[src/rtl/goomba_pkg.sv]
// rtl/goomba_pkg.sv - sprite geometry, ROM bank encodings and goomba palette
package goomba_pkg;

  localparam int SPRITE_W = 20;
  localparam int SPRITE_H = 20;

  typedef enum logic [1:0] {
    BANK_WALK0  = 2'd0,
    BANK_WALK1  = 2'd1,
    BANK_SQUISH = 2'd2
  } bank_e;

  // Index 0 is transparent and never reaches the screen.
  localparam logic [23:0] PALETTE [0:15] = '{
    24'h000000, 24'h3C1E0A, 24'h8B4513, 24'hA0522D,
    24'hD2691E, 24'hF4A460, 24'hFFDEAD, 24'hFFFFFF,
    24'h202020, 24'h5C3317, 24'hC08040, 24'hE0B080,
    24'h703010, 24'hB86B3C, 24'hFFE4C4, 24'h101010
  };

  function automatic logic [23:0] palette(input logic [3:0] idx);
    return PALETTE[idx];
  endfunction

endpackage

[src/rtl/goomba_sprite_renderer_frame_tick_sync.sv]
// rtl/goomba_sprite_renderer_frame_tick_sync.sv - frame_clk synchronizer and rising-edge pulse
module frame_tick_sync (
  input  logic Clk,
  input  logic Reset,
  input  logic frame_clk,
  output logic frame_tick
);

  logic       r_sync1;
  logic       r_sync2;
  logic       r_prev;
  logic [2:0] r_live;

  always_ff @(posedge Clk) begin
    if (Reset) begin
      r_sync1 <= 1'b0;
      r_sync2 <= 1'b0;
      r_prev  <= 1'b0;
      r_live  <= 3'b000;
    end else begin
      r_sync1 <= frame_clk;
      r_sync2 <= r_sync1;
      r_prev  <= r_sync2;
      r_live  <= {r_live[1:0], 1'b1};
    end
  end

  // Edges are only trusted once r_prev holds a real sample, so a high level at release is not a tick.
  assign frame_tick = r_sync2 & ~r_prev & r_live[2];

endmodule

[src/rtl/goomba_sprite_renderer.sv]
// rtl/goomba_sprite_renderer.sv - three-stage goomba sprite pipeline: ROM fetch, palette, aligned coords
module goomba_sprite_renderer
  import goomba_pkg::*;
#(
  parameter int SPRITE_PIXELS = 400,
  parameter int BLINK_FRAMES  = 8,
  parameter bit BLINK_EN      = 1'b1
) (
  input  logic        Clk,
  input  logic        Reset,
  input  logic        frame_clk,
  input  logic [31:0] DrawX,
  input  logic [31:0] DrawY,
  input  logic        is_goomba,
  input  logic [8:0]  goomba_address,
  input  logic        walk_num_goomba,
  input  logic        is_alive_goomba,
  output logic [10:0] rom_addr,
  input  logic [3:0]  rom_data,
  output logic        pix_valid,
  output logic [7:0]  pix_r,
  output logic [7:0]  pix_g,
  output logic [7:0]  pix_b,
  output logic [31:0] draw_x_o,
  output logic [31:0] draw_y_o
);

  localparam int          CW      = (BLINK_FRAMES > 1) ? $clog2(BLINK_FRAMES) : 1;
  localparam logic [CW-1:0] CNT_LAST = CW'(BLINK_FRAMES - 1);
  localparam logic [9:0]  PIX_LIM = 10'(SPRITE_PIXELS);

  logic          w_frame_tick;
  logic [CW-1:0] r_blink_cnt;
  logic          r_blink_phase;
  bank_e         w_bank;
  logic          w_s1_ok;
  logic [23:0]   w_rgb;
  logic          r_s1_ok, r_s2_ok;
  logic [31:0]   r_s1_x, r_s1_y, r_s2_x, r_s2_y;

  frame_tick_sync u_frame_tick_sync (
    .Clk        (Clk),
    .Reset      (Reset),
    .frame_clk  (frame_clk),
    .frame_tick (w_frame_tick)
  );

  always_ff @(posedge Clk) begin
    if (Reset) begin
      r_blink_cnt   <= '0;
      r_blink_phase <= 1'b0;
    end else if (w_frame_tick) begin
      if (r_blink_cnt == CNT_LAST) begin
        r_blink_cnt   <= '0;
        r_blink_phase <= ~r_blink_phase;
      end else begin
        r_blink_cnt <= r_blink_cnt + 1'b1;
      end
    end
  end

  always_comb begin
    w_bank  = is_alive_goomba ? (walk_num_goomba ? BANK_WALK1 : BANK_WALK0) : BANK_SQUISH;
    w_s1_ok = is_goomba & ({1'b0, goomba_address} < PIX_LIM)
              & (is_alive_goomba | ~BLINK_EN | r_blink_phase);
    w_rgb   = palette(rom_data);
  end

  // The external ROM registers rom_data between S1 and S3, so S2 only carries side data.
  always_ff @(posedge Clk) begin
    if (Reset) begin
      rom_addr  <= '0;
      r_s1_ok   <= 1'b0;
      r_s1_x    <= '0;
      r_s1_y    <= '0;
      r_s2_ok   <= 1'b0;
      r_s2_x    <= '0;
      r_s2_y    <= '0;
      pix_valid <= 1'b0;
      pix_r     <= '0;
      pix_g     <= '0;
      pix_b     <= '0;
      draw_x_o  <= '0;
      draw_y_o  <= '0;
    end else begin
      rom_addr  <= {w_bank, goomba_address};
      r_s1_ok   <= w_s1_ok;
      r_s1_x    <= DrawX;
      r_s1_y    <= DrawY;
      r_s2_ok   <= r_s1_ok;
      r_s2_x    <= r_s1_x;
      r_s2_y    <= r_s1_y;
      pix_valid <= r_s2_ok & (rom_data != 4'd0);
      if (r_s2_ok && rom_data != 4'd0) begin
        pix_r <= w_rgb[23:16];
        pix_g <= w_rgb[15:8];
        pix_b <= w_rgb[7:0];
      end else begin
        pix_r <= '0;
        pix_g <= '0;
        pix_b <= '0;
      end
      draw_x_o <= r_s2_x;
      draw_y_o <= r_s2_y;
    end
  end

endmodule
[config.mk]
export PLATFORM = sky130hd
export DESIGN_NAME = goomba_sprite_renderer
export DESIGN_NICKNAME = d
export VERILOG_FILES = /design/src/rtl/goomba_pkg.sv /design/src/rtl/goomba_sprite_renderer_frame_tick_sync.sv /design/src/rtl/goomba_sprite_renderer.sv
export SDC_FILE = /design/constraint.sdc
export NUM_CORES = 1
export LEC_CHECK = 0
export CAP_MARGIN = 10
export CELL_PAD_IN_SITES_DETAIL_PLACEMENT = 2
export CELL_PAD_IN_SITES_GLOBAL_PLACEMENT = 2
export CORE_UTILIZATION = 33
export CTS_CLUSTER_SIZE = 14
export DETAILED_ROUTE_END_ITERATION = 12
export GPL_TIMING_DRIVEN = 0
export PLACE_DENSITY = 0.82
export SYNTH_ARGS = -nofsm -noshare
export SYNTH_HDL_FRONTEND = slang
export SYNTH_HIERARCHICAL = 1
export SYNTH_SLANG_ARGS = --single-unit
export TNS_END_PERCENT = 30
[constraint.sdc]
create_clock -name Clk -period 2.81 [get_ports Clk]
set_input_delay 0.281 -clock Clk [delete_from_list [all_inputs] [get_ports Clk]]
set_output_delay 0.281 -clock Clk [all_outputs]
set_load 0.03 [all_outputs]
==> flow_metrics.env <==
export IMPL_p_switching_mw=1.66
export IMPL_ys_seq_area_share_pct=68.9
export IMPL_cp_top_family="buffers and inverters"
export IMPL_cts_setup_buffers=0
export IMPL_worstPathMaxFanout=11
export IMPL_seqPwrFrac_pct=47.0
export IMPL_tns_ns=0
export IMPL_ys_seq_elements=240
export IMPL_grt_util_met3_pct=4.78
export IMPL_finClkSkew_ns=0.0128
export IMPL_leakagePower_nw=3.90
export IMPL_syn_to_final_growth_pct=43.7
export IMPL_cp_start_kind="input port"
export IMPL_cts_buffer_depth=3
export IMPL_fin_cells=1091
export IMPL_vias=4680
export IMPL_design_core_area_sq_um=20500
export IMPL_p_clk_share_pct=46.3
export IMPL_dp_cells=1045
export IMPL_worst_setup_path_type="input port to flip-flop"
export IMPL_dr_pass1_iters=4
export IMPL_relSlewSlack_pct=57.2
export IMPL_cts_repair_resized=0
export IMPL_yosysWarnings=6
export IMPL_slowest_stage="clkdlybuf4s50_1"
export IMPL_hold_viol_final=0
export IMPL_setup_violations=0
export IMPL_syn_area_per_cell_sq_um=11.7
export IMPL_h_tree_depth=1
export IMPL_numCtsBuffers=25
export IMPL_cp_arrival_ns=2.51
export IMPL_avgRoutedWirePerCell_microns=17.5
export IMPL_tightestPinTransition_ns=0.641
export IMPL_num_nets_final=895
export IMPL_status="finished, final reports clean"
export IMPL_p_int_mw=5.92
export IMPL_drive_above_1_share_pct=6.94
export IMPL_track_usage_pct=18.1
export IMPL_first_global_vias=5462
export IMPL_busiest_layer="met2"
export IMPL_synth_main_ff_cell="dfxtp_1"
export IMPL_met2_usage_pct=33.8
export IMPL_io_pins=183
export IMPL_crit_chain="clkdlybuf4s50_1 > inv_1 > ha_1 > clkbuf_1 > nor2_1 > a2111oi_2"
export IMPL_grt_max_degree=15
export IMPL_grt_pass1_wl_mm=30.2
export IMPL_pre_cts_slack_ns=0.159
export IMPL_cts_tree="yes"
export IMPL_p_per_area_nw_per_um2=757
export IMPL_switching_share_pct=21.9
export IMPL_critPathRequiredTime_ns=3.22
export IMPL_grt_overflow_total=0
export IMPL_io_buffers=181
export IMPL_critPathMaxStageDelay_ns=0.82
export IMPL_syn_nets=687
export IMPL_antennaDiodeCount=0
export IMPL_synthMuxAreaShare_pct=0.431
export IMPL_synth_xor_area_share_pct=0.126
export IMPL_async_flop_share_pct=0
export IMPL_fin_crit_sh_pct=75.0
export IMPL_gp_congestion=0.843
export IMPL_dieArea_sq_um=21700
export IMPL_synthSimpleGateAreaFrac_pct=22.8
export IMPL_hold_ws_ns=0.184
export IMPL_synthAdderAreaFrac_pct=1.79
export IMPL_vdd_ir_drop_max_mv=0.495
export IMPL_start_util_pct=34.0
export IMPL_holdBufCountCts=0
export IMPL_path_buf_inv=3
export IMPL_hold_class="input port to flip-flop"
export IMPL_ant_nets=0
export IMPL_drt_iter0_markers=97
export IMPL_synth_compound_area_share_pct=3.64
export IMPL_post_route_min_period_ns=2.11
export IMPL_yosysUniqueCellTypes=36
export IMPL_totalWireLength_mm=19.1
export IMPL_rsz0062_at_grt="false"
export IMPL_grtUsageMet1_pct=20.0
export IMPL_pwr_share_comb_pct=6.7
export IMPL_viasPerCell=4.29
export IMPL_power_total_mw=7.58
export IMPL_netlist_area_sq_um=6970
export IMPL_antenna_found_initial=0
export IMPL_layout_setup_ws_ns=0.702
export IMPL_synth_edf_count=0
export IMPL_clk_pin_slew_ns=0.06
export IMPL_die_y_microns=147
export IMPL_drv_cap=0
export IMPL_finalCoreUtilization_pct=48.9
export IMPL_clock_tree_root_cell="clkbuf_16"
export IMPL_synth_cells=594
export IMPL_clkSinkCount=240
export IMPL_worstSetupEndpointType="flip-flop"
export IMPL_rows=52
export IMPL_finalInstanceArea_sq_um=10000
export IMPL_placed_area_sq_um=9120
export IMPL_dieWidth_microns=147
export IMPL_drv_slew=0
export IMPL_fmax_mhz=474
export IMPL_synth_top_family_by_area="simple AND/OR/NAND/NOR gates"
export IMPL_drc_errors=0
export IMPL_hpwlAfterDp_mm=13.9
export IMPL_clkLatencyLatePin_ns=0.53
==> placed cells by master, fill, tap and decap left out, types with 2 or more instances in the layout <==
cell type / n
a211oi_1: 2
a211oi_2: 3
a21oi_1: 13
a31oi_1: 4
and2_1: 2
and3b_1: 2
buf_2: 4
bufinv_16: 3
clkbuf_1: 30
clkbuf_16: 25
clkbuf_8: 8
clkdlybuf4s50_1: 181
clkinv_2: 3
dfxtp_1: 240
ha_1: 10
inv_1: 7
mux2i_1: 3
nand2_1: 15
nand2b_1: 4
nor2_1: 19
nor2b_1: 212
nor3_2: 2
o21ai_0: 7
o311a_1: 2
==> cell usage after synthesis, types with 2 or more instances <==
| master | n | area share (%) |
|---|---|---|
| a211oi_2 | 3 | 0.54 |
| nor3_2 | 2 | 0.29 |
| nand2_1 | 15 | 0.81 |
| mux2i_1 | 3 | 0.43 |
| o21ai_0 | 7 | 0.50 |
| clkbuf_1 | 26 | 1.4 |
| nor2b_1 | 212 | 19 |
| o311a_1 | 2 | 0.29 |
| dfxtp_1 | 240 | 69 |
| a31oi_1 | 4 | 0.36 |
| a21oi_1 | 13 | 0.93 |
| buf_2 | 4 | 0.29 |
| nor2_1 | 19 | 1.0 |
| and3b_1 | 2 | 0.25 |
| a211oi_1 | 2 | 0.22 |
| inv_1 | 7 | 0.38 |
| nand2b_1 | 4 | 0.36 |
| and2_1 | 2 | 0.18 |
| ha_1 | 10 | 1.8 |
==> cells by family after synthesis <==
kind of cell | count (synthesis)
mux | 3
flops | 240
fa+ha+maj | 10
buf+inv | 39
compound gates | 36
xor+xnor | 1
simple gates | 265
==> area by class of cell <==
| cell class | count | area [sq um] |
|---|---|---|
| clock buffer | 37 | 751 |
| sequential | 240 | 4800 |
| fill | 2004 | 10500 |
| buffer | 32 | 136 |
| inverter | 7 | 26.3 |
| multi-input combinational | 315 | 2010 |
| clock inverter | 9 | 144 |
| timing repair buffer | 181 | 1810 |
| tap | 270 | 338 |
==> sequential cells by signal, summed over array words and instances, names as in the netlist, 3 cells and up <==
name                      count
draw_x_o                     32
draw_y_o                     32
r_s1_x                       32
r_s1_y                       32
r_s2_x                       32
r_s2_y                       32
rom_addr                     11
pix_b                         8
pix_g                         8
pix_r                         8
r_blink_cnt                   3
u_frame_tick_sync/r_live      3
==> metal layers <==
metal	vias up	routed length (microns)
met3	35	1220
met2	144	10100
met4	0	407
met5	-	0
li1	2260	-
met1	2241	7410
==> worst min-delay path, delay by kind of cell <==
kind | cells | cell delay, ns
and+or+nand+nor | 2 | 0.16
buffers and inverters | 1 | 0.15
AOI/OAI and AO/OA | 1 | 0.06
==> final timing paths <==
kind	start	to	slack, ns	depth (start not counted)
worst max-delay path	rom_data[0]	pix_b[2]	0.70	6
worst min-delay path	rom_data[3]	pix_g[3]	0.18	4
worst max register to register	r_blink_cnt[0]	r_blink_cnt[2]	1.62	4
worst min register to register	r_s2_y[7]	draw_y_o[7]	0.44	1
==> power by group through the flow <==
stage / clock [mW] / sequential [mW] / combinational [mW]
2_1_floorplan: 0 / 3.70 / 0.178
3_3_place_gp: 0 / 3.63 / 0.485
3_5_place_dp: 0 / 3.64 / 0.509
4_1_cts: 3.59 / 3.57 / 0.517
5_1_grt: 3.73 / 3.58 / 0.545
6_report: 3.51 / 3.57 / 0.506
Note: power is estimated with default switching activity, not from simulation.
==> edit 1 (same flow settings) <==
Change the parameter `BLINK_FRAMES` from 8 to 4.
--- a/src/rtl/goomba_sprite_renderer.sv
+++ b/src/rtl/goomba_sprite_renderer.sv
@@ -4,5 +4,5 @@
 #(
   parameter int SPRITE_PIXELS = 400,
-  parameter int BLINK_FRAMES  = 8,
+  parameter int BLINK_FRAMES  = 4,
   parameter bit BLINK_EN      = 1'b1
 ) (
Check against the original RTL: no difference found for any inputs over 10 cycles, from zero or initial values and one cycle with Reset high; that may be too few to reach the edited logic, so the function may still have changed.
==> edit 1 against the original RTL <==
Hold slack better by 0.13 ns; sequential cell count decreased by 1; highest routed layer is now met5; setup slack improved by 0.18 ns; area after synthesis is 1.4% lower; non-clock buffer count decreased by 2; final cell count shrank 0.92%; sequential share of layout area increased by 0.69 points; power down 5.0%; routed wire length fell by 5.2%; cell area down 1.8%; first-iteration DRC count decreased by 31%; clock skew decreased by 0.0063 ns.
==> edit 1: results (changes against the original RTL) <==
[outcome]
status=completed

[route]
highest_layer=met5
wl_met1_um=6870  ; -7.3%
drt_iter0_drc=67  ; -31%
met2_length_um=9540  ; -5.6%
wl_met3_um=1310  ; +7.4%

[global_routing]
grt_pass1_wl_um=28700  ; -5.1%
use_met3_pct=4.97  ; +0.19 points
use_met1_pct=18.6  ; -1.4 points
grt_pass1_vias=5283  ; -3.3%
grt_usage_pct=17.3  ; -0.75 points
use_met2_pct=32.6  ; -1.2 points

[placement]
place_congestion=0.820  ; -2.8%
placed_cell_area_um2=9040  ; -0.93%
post-dp-hpwl_um=13000  ; -6.3%
place_inst=1036  ; -0.86%

[worst_setup_path]
critPathMaxStageDelay_ns=0.76  ; -0.06 ns
r2r_slack_ns=1.67  ; +0.05 ns
worstPathArrival_ns=2.36  ; -0.15 ns
cp_max_fo=12  ; +1

[cells_and_area]
n_fill_cell=1991  ; -0.65%
stdcell_count=1081  ; -0.92%
nets=885  ; -1.1%

[synth]
avgSynthCellArea_um2=11.8  ; +0.33%
synth_compound_area_share_pct=3.18  ; -0.46 points
seq_area_frac_synth_pct=69.6  ; +0.66 points
synth_mux_area_share_pct=0.582  ; +0.15 points
syn-num-nets=676  ; -1.6%
synth_xor_area_share_pct=0.127  ; +0.0017 points
synth_cell_type_count=32  ; -11%
synth_fa_ha_area_share_pct=1.64  ; -0.16 points

[sta]
whs_ns=0.318  ; +0.135 ns
worstMarginPinSlew_ns=0.528  ; -0.113 ns

[worst_hold_path]
holdPathStages=2  ; -2

[pwr]
p_leak_nw=3.84  ; -1.6%
power.switching_mw=1.61  ; -3.3%
powerDensity_nw_per_um2=732  ; -3.2%
p_clk_share_pct=43.8  ; -2.5 points
combinationalPower_mw=0.494  ; -2%
peakVddDrop_v=0.000476  ; -3.9%

[edit 1: cell types whose count changed after synthesis, moves of 3 or more]
cell      change
a211oi_2      -3
or3_1         +3
nand2_1       -4
a21oi_1       +3
clkbuf_1      -4
[edit 1: path summary, 6_finish.rpt]
check | startpoint | end
setup / recovery | rom_data[1] | pix_r[5]
hold / removal | DrawX[30] | r_s1_x[30]
setup reg to reg | r_s2_ok | pix_r[2]
hold reg to reg | r_s2_y[3] | draw_y_o[3]
[edit 1: layout make-up]
class / instances / area share [%]
Multi-Input combinational cell: 309 / 19.8
Sequential cell: 239 / 48.7
Buffer: 29 / 1.26
Inverter: 7 / 0.267
Tap cell: 270 / 3.44
Antenna cell: 1 / 0.0254
Clock inverter: 14 / 1.11
Timing Repair Buffer: 182 / 18.5
Clock buffer: 30 / 6.96
[edit 1: metrics by stage]
stage,setup slack (ns),utilization [%]
finish,0.885,48.3
CTS,0.851,48.3
detailed placement,0.321,44.4
global route,0.756,48.3
global placement,0.366,44.4
floorplan,1.47,-
==> edit 2 (same flow settings) <==
Without the edit above. `rom_addr` no longer has a reset.
--- a/src/rtl/goomba_sprite_renderer.sv
+++ b/src/rtl/goomba_sprite_renderer.sv
@@ -70,5 +70,4 @@
   always_ff @(posedge Clk) begin
     if (Reset) begin
-      rom_addr  <= '0;
       r_s1_ok   <= 1'b0;
       r_s1_x    <= '0;
@@ -84,5 +83,4 @@
       draw_y_o  <= '0;
     end else begin
-      rom_addr  <= {w_bank, goomba_address};
       r_s1_ok   <= w_s1_ok;
       r_s1_x    <= DrawX;
@@ -106,3 +104,7 @@
   end
 
+  always_ff @(posedge Clk) begin
+    rom_addr <= {w_bank, goomba_address};
+  end
+
 endmodule
Behaviour: not the same (Yosys sat finds a counterexample within 4 cycles, from zero or initial values and one cycle with Reset high).
==> edit 2 against the original RTL <==
Power is 2.6% lower; combinational power is 2% lower; cell area decreased by 1.0%; via count decreased by 2.1%; area after synthesis shrank 0.97%; sequential power about the same; routed wire length is 4.7% lower; sequential cell count unchanged; setup slack better by 0.087 ns; critical path type unchanged; highest routed layer is now met5.
==> edit 2: results (changes against the original RTL) <==
[outcome]
status=completed

[worst_setup_path]
r2r_end=r_blink_cnt[2]
critPathMaxStageDelay_ns=0.79  ; -0.03 ns
rr_worst_depth=4  ; unchanged
slowest_stage=clkdlybuf4s50_1
worst_r2r_startpoint=r_blink_cnt[0]
cp_max_fo=12  ; +1
r2r_slack_ns=1.64  ; +0.02 ns
worstPathArrival_ns=2.47  ; -0.04 ns

[cells_and_area]
nets=881  ; -1.6%
drive_gt1_share_pct=7.06  ; +0.12 points

[placement]
place_congestion=0.830  ; -1.6%
port_buffers=182  ; +0.55%
place_ws_ns=0.279  ; +0.121 ns
post-dp-hpwl_um=12600  ; -9.1%
place_inst=1031  ; -1.3%

[global_routing]
grt_pass1_vias=5257  ; -3.8%
antenna_found_initial=1  ; +1
grt_max_degree=15  ; unchanged
grt_usage_pct=17.4  ; -0.61 points
grt_pass1_wl_um=29100  ; -3.6%

[worst_hold_path]
holdPathStages=1  ; -3
worstHoldEndpoint=rom_addr[2]
worstHoldPathType=primary input to flip-flop
hold_start=goomba_address[2]

[route]
wl_met3_um=1360  ; +12%
via_count=4580  ; -2.1%
vias_per_cell=4.25  ; -0.86%
highest_layer=met5
met2_length_um=9520  ; -5.8%
drt_iter0_drc=67  ; -31%
wirelength_um=18200  ; -4.7%
wl_met1_um=6940  ; -6.4%
firstDrtPassIters=4  ; unchanged

[synth]
synth_common_cells=dfxtp_1 (240), nor2b_1 (190), clkbuf_1 (19)
synth_cell_type_count=37  ; +2.8%
yosys_most_used_dff=dfxtp_1
seq_area_frac_synth_pct=69.6  ; +0.67 points
syn_inst=579  ; -2.5%
ys_top_cells_by_area=dfxtp_1 (70%), nor2b_1 (17%), ha_1 (1.8%)
async_flop_share_pct=0  ; unchanged
yosys_warnings=6  ; unchanged
syn-num-nets=672  ; -2.2%

[sta]
fin_skew_ns=0.00852  ; -0.00431 ns
max-slew-margin-rel_pct=65.2  ; +7.9 points

[pwr]
p_leak_nw=3.90  ; about the same
peakVddDrop_v=0.000471  ; -4.7%

[clock_tree]
postCtsSetupBuffers=0  ; unchanged
insertion_delay_ns=0.53  ; about the same
clock-root-buffer=clkbuf_16
htreeDepth=1  ; unchanged
path_clk_slew_ns=0.06  ; about the same
numCtsBuffers=25  ; unchanged
cts_resized=0  ; unchanged

-- edit 2: cell types whose count changed after synthesis, moves of 2 or more --
cell / unedited run / this run
nor2b_1: 212 / 190
and2b_1: 0 / 10
clkbuf_1: 26 / 19
a21oi_1: 13 / 17
nor2_1: 19 / 16
a211oi_1: 2 / 0
a211oi_2: 3 / 1
and2b_2: 0 / 2
buf_4: 1 / 3
nand2_1: 15 / 13
nor3_2: 2 / 0
or2b_1: 0 / 2
or3_1: 0 / 2
-- edit 2: layout make-up --
type                            count  area, µm²
Buffer                             28        136
Clock buffer                       34        709
Clock inverter                     12        138
Fill cell                        1977      10500
Inverter                            8       30.0
Multi-Input combinational cell    303       1930
Sequential cell                   240       4800
Tap cell                          270        338
Timing Repair Buffer              182       1820
-- edit 2: worst max path at each step --
stage | from | end | slack (ns)
final | rom_data[1] | pix_r[5] | 0.79
after detailed placement | rom_data[1] | pix_r[5] | 0.28
after floorplan | rom_data[0] | pix_r[5] | 1.44
after global placement | rom_data[1] | pix_r[5] | 0.28
after CTS | rom_data[1] | pix_r[5] | 0.83
after global routing | rom_data[1] | pix_r[5] | 0.71
-- edit 2: per-layer routing --
| metal | up-vias | track usage, % |
|---|---|---|
| met3 | 32 | 5.88 |
| li1 | 2216 | - |
| met1 | 2192 | 18.7 |
| met2 | 138 | 32.5 |
| met5 | - | 0 |
| met4 | 2 | 4.38 |
-- edit 2: worst max-delay path: cells and delay by family --
kind	cells	cell delay (ns)
adders and majority gates	1	0.45
and+or+nand+nor	2	0.55
AOI/OAI and AO/OA	1	0.16
buffers and inverters	2	1.03
-- edit 2: where the power goes --
part	switching, mW	internal, mW
Sequential	0.0367	3.53
Clock	1.35	1.97
Combinational	0.243	0.252
Total	1.63	5.75
-- edit 2: per-stage QoR --
| stage | utilization (%) | instance area, µm² | hold WS, ns |
|---|---|---|---|
| 2_1_floorplan | - | 6910 | 0.309 |
| 3_3_place_gp | 44.5 | 9060 | 0.415 |
| 3_5_place_dp | 44.5 | 9060 | 0.423 |
| 4_1_cts | 48.7 | 9910 | 0.167 |
| 5_1_grt | 48.7 | 9910 | 0.177 |
| 6_report | 48.7 | 9910 | 0.202 |
-- edit 2: logic make-up after synthesis --
| family | after synthesis | synth area share (%) |
|---|---|---|
| fa+ha+maj | 10 | 1.81 |
| flops | 240 | 69.6 |
| simple gates | 251 | 22.1 |
| buf+inv | 36 | 2.41 |
| xor+xnor | 1 | 0.127 |
| mux | 4 | 0.580 |
| compound gates | 37 | 3.42 |
